===== src/rtl/lc3b_types.sv =====
// Shared types and sizing constants for the LC-3b memory subsystem.
// Contents:
//   LINE_W, ADDR_W, SEL_W  cache-line, line-address and byte-select widths
//   mem_arb_state_t        state encoding of the I/D memory arbiter
package lc3b_types;

    localparam int LINE_W = 128;
    localparam int ADDR_W = 12;
    localparam int SEL_W  = LINE_W / 8;

    typedef enum logic [1:0] {
        IDLE    = 2'd0,
        GRANT_I = 2'd1,
        GRANT_D = 2'd2,
        DONE    = 2'd3
    } mem_arb_state_t;

endpackage


===== src/rtl/mem_arb_grant.sv =====
// Combinational grant selection between the I-cache and D-cache ports.
// Build option: MEM_ARB_RR_EN selects round-robin on a tie; otherwise D wins.
// Ports:
//   i_pend, d_pend  requester pending (cyc & stb)
//   last            1 = D was served last, 0 = I was served last
//   gnt_i, gnt_d    one-hot (or zero) grant
module mem_arb_grant (
    input  logic i_pend,
    input  logic d_pend,
    input  logic last,
    output logic gnt_i,
    output logic gnt_d
);

`ifdef MEM_ARB_RR_EN
    // On a tie the port that was not served last wins.
    assign gnt_d = d_pend & (~i_pend | ~last);
    assign gnt_i = i_pend & (~d_pend |  last);
`else
    logic unused_last;
    assign unused_last = last;
    assign gnt_d = d_pend;
    assign gnt_i = i_pend & ~d_pend;
`endif

endmodule


===== src/rtl/mem_arbiter.sv =====
// Two-port (I-cache / D-cache) arbiter in front of a single line-wide memory.
// One transaction outstanding at a time; all outputs except *_rty registered.
// Build option: MEM_ARB_RR_EN enables round-robin tie-break (default: D wins).
// Ports:
//   clk, rst                     clock, synchronous active-high reset
//   i_* / d_*                    cache-side bus (cyc/stb/we/adr/dat_m/sel in,
//                                dat_s/ack/rty out)
//   m_cyc/m_stb/m_we/m_adr/
//   m_wdata/m_sel                memory request (out)
//   m_rdata/m_ack/m_retry        memory response (in)
module mem_arbiter #(
    parameter int LINE_W = lc3b_types::LINE_W,
    parameter int ADDR_W = lc3b_types::ADDR_W,
    parameter int SEL_W  = lc3b_types::SEL_W
) (
    input  logic              clk,
    input  logic              rst,

    input  logic              i_cyc,
    input  logic              i_stb,
    input  logic              i_we,
    input  logic [ADDR_W-1:0] i_adr,
    input  logic [LINE_W-1:0] i_dat_m,
    input  logic [SEL_W-1:0]  i_sel,
    output logic [LINE_W-1:0] i_dat_s,
    output logic              i_ack,
    output logic              i_rty,

    input  logic              d_cyc,
    input  logic              d_stb,
    input  logic              d_we,
    input  logic [ADDR_W-1:0] d_adr,
    input  logic [LINE_W-1:0] d_dat_m,
    input  logic [SEL_W-1:0]  d_sel,
    output logic [LINE_W-1:0] d_dat_s,
    output logic              d_ack,
    output logic              d_rty,

    output logic              m_cyc,
    output logic              m_stb,
    output logic              m_we,
    output logic [ADDR_W-1:0] m_adr,
    output logic [LINE_W-1:0] m_wdata,
    output logic [SEL_W-1:0]  m_sel,
    input  logic [LINE_W-1:0] m_rdata,
    input  logic              m_ack,
    input  logic              m_retry
);
    import lc3b_types::*;

    mem_arb_state_t    state_q, state_d;
    logic              m_cyc_q, m_we_q;
    logic [ADDR_W-1:0] m_adr_q;
    logic [LINE_W-1:0] m_wdata_q;
    logic [SEL_W-1:0]  m_sel_q;
    logic [LINE_W-1:0] i_dat_s_q, d_dat_s_q;
    logic              i_ack_q, d_ack_q;

    logic i_pend, d_pend, gnt_i, gnt_d, last, m_adv;

    assign i_pend = i_cyc & i_stb;
    assign d_pend = d_cyc & d_stb;
    // Retry overrides an ack in the same cycle.
    assign m_adv  = m_ack & ~m_retry;

`ifdef MEM_ARB_RR_EN
    logic last_q;   // 1 = D served last
    assign last = last_q;
`else
    assign last = 1'b0;
`endif

    mem_arb_grant u_grant (
        .i_pend (i_pend),
        .d_pend (d_pend),
        .last   (last),
        .gnt_i  (gnt_i),
        .gnt_d  (gnt_d)
    );

    always_comb begin
        state_d = state_q;
        case (state_q)
            IDLE:    if (gnt_d)      state_d = GRANT_D;
                     else if (gnt_i) state_d = GRANT_I;
            GRANT_I,
            GRANT_D: if (m_adv)      state_d = DONE;
            DONE:                    state_d = IDLE;
            default:                 state_d = IDLE;
        endcase
    end

    always_ff @(posedge clk) begin
        if (rst) begin
            state_q   <= IDLE;
            m_cyc_q   <= 1'b0;
            m_we_q    <= 1'b0;
            m_adr_q   <= '0;
            m_wdata_q <= '0;
            m_sel_q   <= '0;
            i_dat_s_q <= '0;
            d_dat_s_q <= '0;
            i_ack_q   <= 1'b0;
            d_ack_q   <= 1'b0;
`ifdef MEM_ARB_RR_EN
            last_q    <= 1'b0;
`endif
        end else begin
            state_q <= state_d;
            case (state_q)
                IDLE: begin
                    if (gnt_i | gnt_d) begin
                        m_cyc_q   <= 1'b1;
                        m_we_q    <= gnt_d ? d_we    : i_we;
                        m_adr_q   <= gnt_d ? d_adr   : i_adr;
                        m_wdata_q <= gnt_d ? d_dat_m : i_dat_m;
                        m_sel_q   <= gnt_d ? d_sel   : i_sel;
`ifdef MEM_ARB_RR_EN
                        last_q    <= gnt_d;
`endif
                    end
                end
                // Read data is only taken on reads so a port's dat_s keeps
                // the last line it actually read.
                GRANT_I: begin
                    if (m_adv) begin
                        m_cyc_q <= 1'b0;
                        i_ack_q <= 1'b1;
                        if (!m_we_q) i_dat_s_q <= m_rdata;
                    end
                end
                GRANT_D: begin
                    if (m_adv) begin
                        m_cyc_q <= 1'b0;
                        d_ack_q <= 1'b1;
                        if (!m_we_q) d_dat_s_q <= m_rdata;
                    end
                end
                DONE: begin
                    i_ack_q <= 1'b0;
                    d_ack_q <= 1'b0;
                end
                default: ;
            endcase
        end
    end

    assign m_cyc   = m_cyc_q;
    assign m_stb   = m_cyc_q;
    assign m_we    = m_we_q;
    assign m_adr   = m_adr_q;
    assign m_wdata = m_wdata_q;
    assign m_sel   = m_sel_q;
    assign i_dat_s = i_dat_s_q;
    assign d_dat_s = d_dat_s_q;
    assign i_ack   = i_ack_q;
    assign d_ack   = d_ack_q;
    assign i_rty   = i_cyc & i_stb & ~i_ack_q;
    assign d_rty   = d_cyc & d_stb & ~d_ack_q;

endmodule


===== config.mk =====
export PLATFORM = sky130hd
export DESIGN_NAME = mem_arbiter
export DESIGN_NICKNAME = d
export VERILOG_FILES = /design/src/rtl/lc3b_types.sv /design/src/rtl/mem_arb_grant.sv /design/src/rtl/mem_arbiter.sv
export SDC_FILE = /design/constraint.sdc
export NUM_CORES = 1
export LEC_CHECK = 0
export ABC_CLOCK_PERIOD_IN_PS = 1900
export BUFFER_PORTS_ARGS = -buffer_cell sky130_fd_sc_hd__buf_2
export CORE_AREA = 2 2 339 341
export CTS_CLUSTER_DIAMETER = 150
export DETAILED_ROUTE_END_ITERATION = 7
export DIE_AREA = 0 0 341 343
export GPL_TIMING_DRIVEN = 1
export SLEW_MARGIN = 20
export SYNTH_ARGS = -nofsm -noshare
export SYNTH_HDL_FRONTEND = slang
export SYNTH_HIERARCHICAL = 1
export SYNTH_SLANG_ARGS = --single-unit

===== constraint.sdc =====
create_clock -name clk -period 1.9 [get_ports clk]
set_input_delay 0 -clock clk [delete_from_list [all_inputs] [get_ports clk]]
set_output_delay 0 -clock clk [all_outputs]
set_load 0.02 [all_outputs]

==> results of run 1 <==
metal layers:
metal	up-vias	GRT usage [%]	part of all wire [%]
met5	-	0	0.048
met4	6	5.63	4.0
met3	160	3.41	8.0
met2	752	19.7	47
met1	8777	13.7	41
li1	8932	-	-
state kept, by name, indices dropped and copies added (netlist names):
register,flops
m_sel,16
m_wdata,128
state_q,2
m_cyc,1
d_ack,1
d_dat_s,128
i_dat_s,128
i_ack,1
m_adr,12
m_we,1
worst paths after layout:
| kind | start | endpoint | depth (start not counted) |
|---|---|---|---|
| worst max-delay path | state_q[1] | m_wdata[125] | 8 |
| worst max register to register | state_q[1] | m_wdata[125] | 8 |
| worst min-delay path | d_we | m_we | 4 |
| worst min register to register | i_dat_s[121] | i_dat_s[121] | 2 |
layout make-up:
| class | instances | area [µm²] |
|---|---|---|
| antenna | 3 | 7.51 |
| fill | 12000 | 83800 |
| clock buffer | 60 | 1350 |
| clock inverter | 28 | 400 |
| inverter | 4 | 15.0 |
| timing repair buffer | 1435 | 10200 |
| multi-input combinational | 1274 | 7370 |
| sequential | 418 | 8370 |
| tap | 1512 | 1890 |
timing repair:
| item | CTS | global route |
|---|---|---|
| resized for setup | 1 | 14 |
| hold endpoints to repair | 417 | 0 |
| hold buffers | 443 | 0 |
| setup buffers | 0 | 4 |
| setup endpoints to repair | 1 | 50 |
| cloned | 0 | 9 |
| pin swaps | 0 | 1 |
worst max-delay path: stages, from the launching register on:
cell	delay (ns)
dfxtp_1	0.33
inv_1	0.08
buf_4	0.12
ha_1	0.20
o21a_4	0.25
clkbuf_16	0.25
buf_4	0.20
nor2_1	0.06
a211oi_1	0.23
through the flow:
stage | utilization, % | TNS, ns | instances | area, µm² | power (mW)
CTS | 25.8 | 0 | 4718 | 29300 | 29.6
finish | 26.1 | 0 | 4734 | 29600 | 29.8
detailed placement | 20.4 | 0 | 4187 | 23100 | 18.4
floorplan | - | 0 | 1854 | 16400 | 15.3
global route | 26.1 | -0.0367 | 4731 | 29600 | 31.3
global placement | 20.4 | 0 | 4187 | 23100 | 18.2
power by group through the flow:
stage / registers (mW) / clock network [mW] / logic, mW
after floorplan: 11.8 / 0 / 3.48
after global placement: 10.6 / 0 / 7.66
after detailed placement: 10.6 / 0 / 7.75
after CTS: 10.4 / 10.6 / 8.60
after global routing: 10.6 / 10.9 / 9.78
final: 10.5 / 10.3 / 9.10
==> results.toml, run 1 <==
[run_status]
status = "complete, no violations"

[pwr]
p_int_mw = 20.0
p_per_area_nw_per_um2 = 1010
swShare_pct = 33.1
pwr-share-comb_pct = 30.5
peakVddDrop_mv = 0.722
p_leak_nw = 12.7
seqPwrFrac_pct = 35.0
p_clk_share_pct = 34.5
netSwitchingPower_mw = 9.88

[grt]
grt_pass1_vias = 18500
grt_max_degree = 55
grt_pass1_wl_mm = 107
grt_use_total_pct = 11.7
antenna_found_initial = 7
overflow = 0

[drt]
num_vias = 18600
first_pass_iters = 7
routed_wirelength_mm = 76.6
postRouteAntennaNets = 0
via_per_inst = 3.93
avgRoutedWirePerCell_um = 16.2
drt_iter0_markers = 1083
drc = 0

[clock_tree]
clock-root-buffer = "clkbuf_16"
tritoncts = "done"
cts.sinks = 418
htreeDepth = 2
cts_max_path_buffers = 3
path_clk_slew_ns = 0.06
cts_made_buffers = 48
clk_latency_ns = 0.60

[sta]
skew_ns = 0.0159
setup_viol = 0
fin_crit_ns = 1.83
rsz0062_at_grt = "true"
worst_pin_slew_ns = 0.671
final-max-slew-violation-count = 0
fin_crit_sh_pct = 96.1
hold_viol_final = 0
whs_ns = 0.0739
slew_headroom_pct = 55.3
layout_setup_ws_ns = 0.0732
timing.fmax_mhz = 547

[cells_and_area]
layout_common_cells = "867 x buf_2, 512 x nand2_1, 443 x dlygate4sd3_1, 417 x dfxtp_1, 256 x a21oi_1"
drive_above_1_share_pct = 36.8
layout.nets = 3636
final_common_cell = "buf_2"
area_growth_pct = 80.4

[setup_path]
required_ns = 2.41
arrival_ns = 2.33
critPathMaxFanout = 18
crit_path_start_kind = "register"
path_class = "reg -> reg"
end_kind = "register"
r2r_slack_ns = 0.07

[yosys]
synthesis.nets = 2309
synthesis.instances = 1854
ys.warnings.count = 6
synth_area_um2 = 16400
syn_avg_cell_area_um2 = 8.86

[place]
place.gp.congestion = 0.991
placement.io_buffers = 868
hpwl_mm = 50.7
dp_slack_ns = 0.0470

[floorplanning]
die_y_um = 343
initial_core_util_pct = 14.5
dieArea_um2 = 117000
core_area_um2 = 113000
row_count = 124
die_x_um = 341
ios = 869

[hold_path]
hold_class = "in -> reg"

[job]
maxCapViolations = 0
No activity file was read; power rests on OpenSTA's default activity.
==> run 2, diff against run 1 <==
--- a/config.mk
+++ b/config.mk
@@ -7,9 +7,9 @@
 export LEC_CHECK = 0
 export ABC_CLOCK_PERIOD_IN_PS = 1900
-export BUFFER_PORTS_ARGS = -buffer_cell sky130_fd_sc_hd__buf_2
-export CORE_AREA = 2 2 339 341
+export CORE_AREA = 2 2 342 344
 export CTS_CLUSTER_DIAMETER = 150
 export DETAILED_ROUTE_END_ITERATION = 7
-export DIE_AREA = 0 0 341 343
+export DIE_AREA = 0 0 344 346
+export DONT_BUFFER_PORTS = 1
 export GPL_TIMING_DRIVEN = 1
 export SLEW_MARGIN = 20
==> constraint.sdc (replaced) <==
create_clock -name clk -period 1.9 [get_ports clk]
set_input_delay 0.38 -clock clk [delete_from_list [all_inputs] [get_ports clk]]
set_output_delay 0.38 -clock clk [all_outputs]
set_load 0.02 [all_outputs]
==> run 2 against run 1 <==
The flow now finishes with violations (hold timing). Total power shrank 11%. Final area is 25% lower. Cell count is 25% lower. Clock-buffer cell count rose by 6. Critical path type unchanged. Largest power group unchanged.
==> results.toml, run 2 (synthesized netlist as in run 1, its figures left out) <==
[run_status]
status = "complete, but fails checks"
failed_checks = "hold timing"

[drt]
drt_iter0_markers = 893
first_pass_iters = 5
avgRoutedWirePerCell_um = 18.7
routed_wirelength_mm = 66.7
via_per_inst = 3.95
postRouteAntennaNets = 0
num_vias = 14100
drc = 0

[hold_path]
min_from = "rst"
hold_class = "in -> reg"
hold_end = "m_wdata[93]"
holdPathStages = 1

[setup_path]
path_class = "reg -> reg"
required_ns = 2.38
r2r_end = "i_dat_s[12]"
end_kind = "register"
arrival_ns = 2.30
r2r_slack_ns = 0.08
critPathMaxFanout = 29
reg2reg_from = "state_q[1]"
crit_path_start_kind = "register"
worst-r2r-cell-count = 8

[floorplanning]
core_area_um2 = 115000
die_y_um = 346
dieArea_um2 = 119000
row_count = 125
initial_core_util_pct = 14.2
ios = 869
die_x_um = 344

[cells_and_area]
layout.nets = 2462
utilization_pct = 19.2
final_area_um2 = 22100
final_common_cell = "nand2_1"
area_growth_pct = 34.6
layout_common_cells = "512 x nand2_1, 417 x dfxtp_1, 256 x a21oi_1, 159 x nor2_1, 158 x mux2i_1"
drive_above_1_share_pct = 14.5

[clock_tree]
clk_latency_ns = 0.60
htreeDepth = 2
path_clk_slew_ns = 0.06
cts_max_path_buffers = 3
clock-root-buffer = "clkbuf_16"
cts.sinks = 418
tritoncts = "done"
cts_made_buffers = 46

[grt]
grt_pass1_wl_mm = 88.6
antenna_found_initial = 9
grt_use_total_pct = 9.86
grt_max_degree = 422
grt_pass1_vias = 13600
overflow = 0

[sta]
final-max-slew-violation-count = 0
rsz0062_at_grt = "true"
skew_ns = 0.0157
fin_crit_ns = 1.82
hold_viol_final = 23
fin_crit_sh_pct = 95.8
setup_viol = 0
slew_headroom_pct = 18.9
layout_setup_ws_ns = 0.0794
worst_pin_slew_ns = 1.22
timing.fmax_mhz = 549
whs_ns = -0.141

[pwr]
p_leak_nw = 7.27
p_int_mw = 17.6
pwr-share-comb_pct = 20.6
swShare_pct = 33.8
netSwitchingPower_mw = 9.01
seqPwrFrac_pct = 45.2
finalPower_mw = 26.7
peakVddDrop_mv = 0.603
p_clk_share_pct = 34.2
p_per_area_nw_per_um2 = 1200

[place]
placed_area_um2 = 18600
hpwl_mm = 46.8
dp_slack_ns = -0.00286
place.gp.congestion = 0.986
placement.io_buffers = 0

[job]
maxCapViolations = 0
[run 2: cell types whose count changed in the layout (fill, tap and decap cells not counted), moves of 4 or more]
cell / previous run / this run
inv_6: 6 / 0
clkbuf_16: 58 / 54
dlygate4sd3_1: 443 / 154
buf_2: 867 / 0
clkbuf_8: 8 / 12
clkinv_2: 8 / 12
bufinv_16: 9 / 2
clkbuf_1: 3 / 7
buf_4: 88 / 60
buf_6: 3 / 15
[run 2: power groups by stage]
stage | sequential [mW] | clock [mW] | combinational, mW
finish | 12.0 | 9.11 | 5.50
floorplan | 11.8 | 0 | 3.48
global route | 12.1 | 9.72 | 6.10
detailed placement | 12.2 | 0 | 4.57
CTS | 12.0 | 9.42 | 4.89
global placement | 12.2 | 0 | 4.44
[run 2: final cells by class]
class / instances / area [µm²]
fill: 12700 / 93300
sequential: 418 / 8370
multi-input combinational: 1274 / 7380
timing repair buffer: 263 / 2890
tap: 1524 / 1910
clock buffer: 66 / 1370
clock inverter: 20 / 185
inverter: 4 / 15.0
antenna: 3 / 7.51
[run 2: routing by layer]
layer / GRT usage (%) / vias up / part of all wire, %
met5: 0 / - / 0.076
met4: 3.81 / 8 / 3.2
met3: 4.41 / 127 / 11
met2: 15.8 / 709 / 45
met1: 11.4 / 6672 / 41
li1: - / 6583 / -
[run 2: worst max-delay path by stage]
stage	slack (ns)	cells after the start	start	to
final	0.08	8	state_q[1]	i_dat_s[12]
after global placement	0.02	5	d_cyc	m_adr[10]
after detailed placement	-0.003	5	d_cyc	m_adr[10]
after global routing	-0.03	8	state_q[0]	m_wdata[46]
after CTS	0.002	5	state_q[0]	i_dat_s[12]
after floorplan	0.13	9	d_cyc	m_wdata[10]
[run 2: critical path: stages, from the launching register on]
cell and delay (ns):
dfxtp_1 0.32, inv_1 0.07, ha_1 0.21, buf_4 0.14
and4bb_4 0.24, buf_12 0.19, buf_12 0.22, nand2_1 0.08
a21oi_1 0.14
[run 2: what timing repair did]
action                                  in CTS  in global routing
pin swaps                                    1                  5
hold buffers                               140                 14
resized for setup                            3                 30
gates cloned                                 0                  9
endpoints found under the hold margin      359                 94
endpoints found under the setup margin       5                248
buffers inserted                             0                  5
[run 2: metrics by stage]
step	instances	setup TNS, ns
6_report	3572	0
5_1_grt	3570	-0.468
3_3_place_gp	3315	0
4_1_cts	3541	0
3_5_place_dp	3315	-0.00286
2_1_floorplan	1854	0
